### src/rtl/axi_lite_master_bridge_pkg.sv
// Shared types for the core-to-AXI4-Lite master bridge: response codes,
// bridge state encoding and default sizing constants.
package lexington;

  localparam int DEFAULT_AXI_ADDR_WIDTH = 32;
  localparam int DEFAULT_TIMEOUT_CYCLES = 255;

  typedef enum logic [1:0] {
    RESP_OKAY   = 2'b00,
    RESP_EXOKAY = 2'b01,
    RESP_SLVERR = 2'b10,
    RESP_DECERR = 2'b11
  } axi_resp_e;

  typedef enum logic [2:0] {
    ST_IDLE    = 3'd0,
    ST_WRITE   = 3'd1,
    ST_WR_RESP = 3'd2,
    ST_RD_ADDR = 3'd3,
    ST_RD_DATA = 3'd4,
    ST_DONE    = 3'd5
  } bridge_state_e;

endpackage

### src/rtl/axi_lite_master_bridge.sv
// Turns single-cycle core read/write requests into one AXI4-Lite transaction each,
// stalling the core via busy. Optional handshake watchdog: define AXI_TIMEOUT_EN.
module axi_lite_master_bridge
  import lexington::*;
#(
  parameter int ADDR_WIDTH     = DEFAULT_AXI_ADDR_WIDTH,
  parameter int TIMEOUT_CYCLES = DEFAULT_TIMEOUT_CYCLES
) (
  input  logic                  clk,
  input  logic                  rst_n,
  input  logic                  rd_en,
  input  logic                  wr_en,
  input  logic [ADDR_WIDTH-1:0] addr,
  input  logic [31:0]           wr_data,
  input  logic [3:0]            wr_strobe,
  output logic [31:0]           rd_data,
  output logic                  access_fault,
  output logic                  busy,
  output logic [ADDR_WIDTH-1:0] m_awaddr,
  output logic [2:0]            m_awprot,
  output logic                  m_awvalid,
  input  logic                  m_awready,
  output logic [31:0]           m_wdata,
  output logic [3:0]            m_wstrb,
  output logic                  m_wvalid,
  input  logic                  m_wready,
  input  logic [1:0]            m_bresp,
  input  logic                  m_bvalid,
  output logic                  m_bready,
  output logic [ADDR_WIDTH-1:0] m_araddr,
  output logic [2:0]            m_arprot,
  output logic                  m_arvalid,
  input  logic                  m_arready,
  input  logic [31:0]           m_rdata,
  input  logic [1:0]            m_rresp,
  input  logic                  m_rvalid,
  output logic                  m_rready,
  output logic [2:0]            dbg_state_o
);

  // Handshake rule on every channel: a transfer happens on a rising edge where
  // valid && ready; a raised valid and its payload hold until that edge.
  localparam logic [2:0] S_IDLE    = ST_IDLE;
  localparam logic [2:0] S_WRITE   = ST_WRITE;
  localparam logic [2:0] S_WR_RESP = ST_WR_RESP;
  localparam logic [2:0] S_RD_ADDR = ST_RD_ADDR;
  localparam logic [2:0] S_RD_DATA = ST_RD_DATA;
  localparam logic [2:0] S_DONE    = ST_DONE;

  logic [2:0]            state_q, state_d;
  logic [ADDR_WIDTH-1:0] addr_q, addr_d;
  logic [31:0]           wdata_q, wdata_d;
  logic [3:0]            wstrb_q, wstrb_d;
  logic                  awvalid_q, awvalid_d;
  logic                  wvalid_q, wvalid_d;
  logic                  arvalid_q, arvalid_d;
  logic [31:0]           rd_data_q, rd_data_d;
  logic                  fault_q, fault_d;

`ifdef AXI_TIMEOUT_EN
  localparam int TW = ($clog2(TIMEOUT_CYCLES + 1) > 8) ? $clog2(TIMEOUT_CYCLES + 1) : 8;
  localparam logic [TW-1:0] TMO_LAST = TW'(TIMEOUT_CYCLES - 1);
  logic [TW-1:0] tmo_q, tmo_d;
  logic          hs_any;
  logic          active;

  assign hs_any = (awvalid_q && m_awready) || (wvalid_q && m_wready) ||
                  (arvalid_q && m_arready) || (m_bready && m_bvalid) ||
                  (m_rready && m_rvalid);
  assign active = (state_q != S_IDLE) && (state_q != S_DONE);
`endif

  always_comb begin
    state_d   = state_q;
    addr_d    = addr_q;
    wdata_d   = wdata_q;
    wstrb_d   = wstrb_q;
    awvalid_d = awvalid_q;
    wvalid_d  = wvalid_q;
    arvalid_d = arvalid_q;
    rd_data_d = rd_data_q;
    fault_d   = fault_q;
    case (state_q)
      S_IDLE: begin
        if (wr_en) begin
          addr_d    = addr;
          wdata_d   = wr_data;
          wstrb_d   = wr_strobe;
          awvalid_d = 1'b1;
          wvalid_d  = 1'b1;
          fault_d   = 1'b0;
          state_d   = S_WRITE;
        end else if (rd_en) begin
          addr_d    = addr;
          arvalid_d = 1'b1;
          fault_d   = 1'b0;
          state_d   = S_RD_ADDR;
        end
      end
      S_WRITE: begin
        // AW and W retire independently; move on once neither is outstanding.
        awvalid_d = awvalid_q && !m_awready;
        wvalid_d  = wvalid_q && !m_wready;
        if (!awvalid_d && !wvalid_d) state_d = S_WR_RESP;
      end
      S_WR_RESP: begin
        if (m_bvalid) begin
          fault_d = (m_bresp != RESP_OKAY);
          state_d = S_DONE;
        end
      end
      S_RD_ADDR: begin
        if (m_arready) begin
          arvalid_d = 1'b0;
          state_d   = S_RD_DATA;
        end
      end
      S_RD_DATA: begin
        if (m_rvalid) begin
          rd_data_d = m_rdata;
          fault_d   = (m_rresp != RESP_OKAY);
          state_d   = S_DONE;
        end
      end
      S_DONE:  state_d = S_IDLE;
      default: state_d = S_IDLE;
    endcase
`ifdef AXI_TIMEOUT_EN
    tmo_d = tmo_q;
    if ((state_d != state_q) || hs_any) begin
      tmo_d = '0;
    end else if (active) begin
      if (tmo_q == TMO_LAST) begin
        state_d   = S_DONE;
        fault_d   = 1'b1;
        awvalid_d = 1'b0;
        wvalid_d  = 1'b0;
        arvalid_d = 1'b0;
        rd_data_d = '0;
        tmo_d     = '0;
      end else begin
        tmo_d = tmo_q + 1'b1;
      end
    end
`endif
  end

  always_ff @(posedge clk) begin
    if (!rst_n) begin
      state_q   <= S_IDLE;
      addr_q    <= '0;
      wdata_q   <= '0;
      wstrb_q   <= '0;
      awvalid_q <= 1'b0;
      wvalid_q  <= 1'b0;
      arvalid_q <= 1'b0;
      rd_data_q <= '0;
      fault_q   <= 1'b0;
    end else begin
      state_q   <= state_d;
      addr_q    <= addr_d;
      wdata_q   <= wdata_d;
      wstrb_q   <= wstrb_d;
      awvalid_q <= awvalid_d;
      wvalid_q  <= wvalid_d;
      arvalid_q <= arvalid_d;
      rd_data_q <= rd_data_d;
      fault_q   <= fault_d;
    end
  end

`ifdef AXI_TIMEOUT_EN
  always_ff @(posedge clk) begin
    if (!rst_n) tmo_q <= '0;
    else        tmo_q <= tmo_d;
  end
`endif

  // Combinational so the core is stalled in the very cycle it raises a request.
  assign busy = ((state_q != S_IDLE) && (state_q != S_DONE)) ||
                ((state_q == S_IDLE) && (rd_en || wr_en));

  assign rd_data      = rd_data_q;
  assign access_fault = fault_q;
  assign m_awaddr     = addr_q;
  assign m_awprot     = 3'b000;
  assign m_awvalid    = awvalid_q;
  assign m_wdata      = wdata_q;
  assign m_wstrb      = wstrb_q;
  assign m_wvalid     = wvalid_q;
  assign m_bready     = (state_q == S_WR_RESP);
  assign m_araddr     = addr_q;
  assign m_arprot     = 3'b000;
  assign m_arvalid    = arvalid_q;
  assign m_rready     = (state_q == S_RD_DATA);
  assign dbg_state_o  = state_q;

endmodule

### config.mk
export PLATFORM = sky130hd
export DESIGN_NAME = axi_lite_master_bridge
export DESIGN_NICKNAME = d
export VERILOG_FILES = /design/src/rtl/axi_lite_master_bridge_pkg.sv /design/src/rtl/axi_lite_master_bridge.sv
export SDC_FILE = /design/constraint.sdc
export NUM_CORES = 1
export LEC_CHECK = 0
export ABC_AREA = 1
export CAP_MARGIN = 20
export CORE_ASPECT_RATIO = 1.2
export CORE_MARGIN = 3
export CORE_UTILIZATION = 34
export DETAILED_ROUTE_END_ITERATION = 10
export GPL_ROUTABILITY_DRIVEN = 0
export PLACE_DENSITY = 0.77
export SKIP_LAST_GASP = 1
export SLEW_MARGIN = 20
export SYNTH_ARGS = -nofsm -noshare
export SYNTH_HDL_FRONTEND = slang
export SYNTH_SLANG_ARGS = --single-unit
### constraint.sdc
create_clock -name clk -period 1.3 [get_ports clk]
set_clock_uncertainty 0.1 [all_clocks]
set_input_delay 0.195 -clock clk [delete_from_list [all_inputs] [get_ports clk]]
set_output_delay 0.195 -clock clk [all_outputs]
set_load 0.005 [all_outputs]
==> PnR_summary.wiki <==
{| class="wikitable"
! Metric !! Value
|-
| Number of instances in the synthesized netlist || 558
|-
| Pwr per Cell Area || 1880 nW/um^2
|-
| Mean instance size in the synthesized netlist || 7.79 um^2
|-
| Half-perimeter wire length after detailed placement || roughly 11,000 um
|-
| Switch Pwr || 5.39 mW
|-
| Number of synthesized register bits || ~110
|-
| Syn Std Cell Area || around 4300 um^2
|-
| Area fraction of the dominant cell type after synthesis || 49.3%
|-
| Number of nets with antenna violations after detailed routing || 0
|-
| Synthesis-to-layout area growth || 85.0%
|-
| Basic-gate share of the synthesized area counting and, or, nand and nor cells || 18.3%
|-
| Port-buffer cells || 254
|-
| Static power due to leakage || ~3.6 nW
|-
| Number of top-level design ports || 261
|-
| Final core utilization || 65.6%
|-
| Max Cap Violations || 0
|-
| Share of cell area taken by muxes after synthesis || 0%
|-
| Post-synthesis compound-gate area fraction || roughly 17%
|-
| Relative contribution of the clock network to total power || between 15 and 20%
|-
| CTS tree || yes
|-
| Post-route cell area || 8050 um^2
|-
| Std-Cell Core Area || about 12,000 um^2
|-
| Data required time at the worst endpoint || 1000 ps
|-
| Sequential power share || 32.0%
|-
| Largest family of logic cells by synthesized area || simple AND/OR/NAND/NOR gates
|-
| Chip height || 130 um
|-
| Startpoint type of the worst setup path || flip-flop
|-
| Internal power contribution || 9.76 mW
|-
| Maximum fanout along the worst path || 4
|-
| Post-route total power || 15.1 mW
|-
| Type of the most critical hold path || in2reg
|-
| Largest stage delay on the critical path || 370 ps
|-
| Pre-Repair DR Iteration Count || 4
|-
| Total wire length || 16,900 um
|-
| Overall track demand over capacity in global routing || ~22%
|-
| Number of buffers between clock root and the deepest sink || 2
|-
| Time the worst path needs with I/O delays and setup || 1590 ps
|-
| Final number of setup-violating endpoints || 112
|-
| Pin count of the biggest net entering global routing || 43
|-
| Remaining global-route overflow || 0
|-
| Highest clock frequency the design can meet || 630 MHz
|-
| Fraction of layout cells with a size suffix above 1 || 29.6%
|-
| Cell-by-cell listing of the critical path || buf_6 > nor2_4 > nand3_2 > o21a_1 > buf_2
|-
| Die area || 14,200 um^2
|-
| Arrival time at the worst endpoint || 1290 ps
|-
| Post-synthesis xor/xnor area fraction || 0%
|-
| Synth Area in Adders || 0%
|-
| Number of global-route vias before repair || 4,938
|-
| Synthesis warning total || 0
|-
| H-tree level count || 3
|-
| Clock transition at the registers of the reported paths || 70 ps
|-
| RSZ-0062 raised after global routing || yes
|-
| Post-synthesis cell type count || 21
|-
| Seq/Total Area, Yosys || 49.3%
|-
| Die span in x || ~110 um
|-
| Number of sinks on the clock net || 107
|-
| Worst Setup Slack, final || -288 ps
|-
| Hold Fails Final Rpt || 0
|-
| Starting density of the core || 35.4%
|-
| Violated checks || setup timing
|-
| CTS buffer count || 9
|-
| Top cells by area in the synthesized netlist || sky130_fd_sc_hd__dfxtp_1, sky130_fd_sc_hd__a21oi_1, sky130_fd_sc_hd__nand3_1
|-
| Worst setup EP type || primary output
|-
| Crit path max-delay cell type || sky130_fd_sc_hd__dfxtp_4
|-
| Routed via count || 4,900
|-
| Post-synth top area cell || sky130_fd_sc_hd__dfxtp_1
|-
| Post-layout nets || slightly above 900
|-
| Total count of max-transition violations in the final report || 0
|-
| DRC violation count after routing || 0
|-
| Area after DPL || 7010 um^2
|-
| Skew-Pair Late Insertion Delay || 340 ps
|-
| Routed WL per cell || 17.3 um
|-
| Net Sw Frac || 35.6%
|-
| Outcome || finished, violations left
|-
| Initial DRC Count || 288
|-
| Combinational Power Share || between 40% and 50%
|-
| Share of the cycle needed by the critical path after routing || 122%
|-
| Startpoint-to-endpoint class of the critical path || reg2out
|-
| Average vias per placed instance || 5.02
|-
| Clock root buffer || sky130_fd_sc_hd__clkbuf_16
|-
| Antenna fix cells || 0
|-
| Standard-cell row count || 44
|-
| Number of antenna violations at the first check in global routing || 1
|-
| Worst vdd rail ir drop || 1.07 mV
|-
| Worst slack, placed || -747 ps
|-
| First-pass GRT wire length || 24,800 um
|}
cell usage after synthesis:
cell                       instances
sky130_fd_sc_hd__dfxtp_1         107
sky130_fd_sc_hd__a21oi_1         104
sky130_fd_sc_hd__nand2_1          85
sky130_fd_sc_hd__nand3_1          75
sky130_fd_sc_hd__inv_1            43
sky130_fd_sc_hd__buf_4            40
sky130_fd_sc_hd__o21ai_0          36
sky130_fd_sc_hd__nor2_1           16
sky130_fd_sc_hd__clkbuf_1         15
sky130_fd_sc_hd__buf_2            14
sky130_fd_sc_hd__buf_6             5
sky130_fd_sc_hd__buf_1             3
sky130_fd_sc_hd__clkbuf_2          3
sky130_fd_sc_hd__nand4_1           3
sky130_fd_sc_hd__a31oi_1           2
sky130_fd_sc_hd__inv_2             2
sky130_fd_sc_hd__conb_1            1
sky130_fd_sc_hd__nor2_2            1
sky130_fd_sc_hd__nor3_4            1
sky130_fd_sc_hd__o21a_1            1
sky130_fd_sc_hd__o21ai_2           1
path summary, 6_finish.rpt:
kind                                     start            to  slack [ps]  cells after the start
worst min-delay path                wr_data[5]    m_wdata[5]         330                      3
worst max register to register  dbg_state_o[0]  m_araddr[14]        -290                      6
worst min register to register     m_araddr[1]   m_araddr[1]         350                      2
worst max-delay path            dbg_state_o[1]          busy        -290                      5
power by group through the flow:
stage / Sequential [mW] / Clock, mW / Combinational, mW
4_1_cts: 4.81 / 2.81 / 7.09
2_1_floorplan: 4.74 / 0 / 3.12
3_5_place_dp: 4.80 / 0 / 6.33
6_report: 4.85 / 2.77 / 7.53
5_1_grt: 4.95 / 2.95 / 8.12
3_3_place_gp: 4.77 / 0 / 6.21
cells by family (layout without fill, tap and decap cells):
kind of cell           count (synthesis)  count (layout)
AND/OR/NAND/NOR                      181             181
AO/OA/AOI/OAI                        144             144
buffers and inverters                125             377
flip-flops                           107             107
other                                  1               6
final cells by class:
cell class | instances | area, um^2
clock buffers | 10 | 239
clock inverters | 5 | 62.6
fillers | 975 | 4230
inverters | 45 | 179
multi-input cells | 331 | 2020
flip-flops and latches | 107 | 2210
well taps | 161 | 201
repair buffers | 317 | 3130
repair_timing:
item | in CTS | in global routing
pin swaps | 11 | 17
hold buffers | 0 | 0
setup buffers | 19 | 0
setup endpoints to repair | 249 | 129
resized for setup | 327 | 92
gates cloned | 5 | 2
critical path, delay by kind of cell (launching register included):
family                 cells  cell delay, ps
buffers and inverters      2             260
AND/OR/NAND/NOR            2             190
AO/OA/AOI/OAI              1             130
flip-flops                 1             370
metal layers:
| layer | global-route usage [%] | vias to the layer above | share of wire, % |
|---|---|---|---|
| met5 | 0 | - | 0.12 |
| met4 | 9.54 | 2 | 2.7 |
| met3 | 6.93 | 39 | 8.8 |
| met2 | 39.5 | 251 | 50 |
| met1 | 24.3 | 2309 | 38 |
| li1 | - | 2299 | - |
stage by stage:
step                      TNS [ps]  cells  hold WS (ps)
after global routing        -32330    976           333
after detailed placement    -47670    936           350
final                       -24940    976           330
after global placement      -45930    936           345
after floorplan              -2340    563           259
after CTS                   -25930    975           318
sequential cells by signal (all words and copies together), names as in the netlist:
signal / flops
m_wvalid: 1
rd_data: 32
access_fault: 1
m_wstrb: 4
m_awvalid: 1
m_arvalid: 1
m_wdata: 32
dbg_state_o: 3
m_araddr: 32
cell usage in the layout, fill, tap and decap left out, types with 2 or more instances in the layout:
cell / instances
sky130_fd_sc_hd__buf_2: 2
sky130_fd_sc_hd__buf_6: 16
sky130_fd_sc_hd__o21ai_2: 8
sky130_fd_sc_hd__clkinvlp_4: 2
sky130_fd_sc_hd__dlymetal6s2s_1: 2
sky130_fd_sc_hd__a21oi_1: 80
sky130_fd_sc_hd__clkdlybuf4s50_1: 111
sky130_fd_sc_hd__buf_12: 12
sky130_fd_sc_hd__nand2_1: 42
sky130_fd_sc_hd__buf_8: 3
sky130_fd_sc_hd__nor2_2: 2
sky130_fd_sc_hd__nand4_1: 3
sky130_fd_sc_hd__dfxtp_4: 4
sky130_fd_sc_hd__clkbuf_2: 8
sky130_fd_sc_hd__nand3_2: 5
sky130_fd_sc_hd__nand2_8: 2
sky130_fd_sc_hd__nor2_4: 6
sky130_fd_sc_hd__a21oi_2: 24
sky130_fd_sc_hd__clkbuf_16: 11
sky130_fd_sc_hd__nand2_2: 20
sky130_fd_sc_hd__nor2_1: 9
sky130_fd_sc_hd__inv_2: 5
sky130_fd_sc_hd__buf_16: 3
sky130_fd_sc_hd__dlygate4sd2_1: 126
sky130_fd_sc_hd__inv_1: 38
sky130_fd_sc_hd__buf_4: 31
sky130_fd_sc_hd__o21ai_0: 8
sky130_fd_sc_hd__dfxtp_1: 59
sky130_fd_sc_hd__conb_1: 6
sky130_fd_sc_hd__nand2_4: 21
sky130_fd_sc_hd__o21ai_1: 20
sky130_fd_sc_hd__dfxtp_2: 44
sky130_fd_sc_hd__nand3_1: 69
No activity file was read; power rests on OpenSTA's default activity.
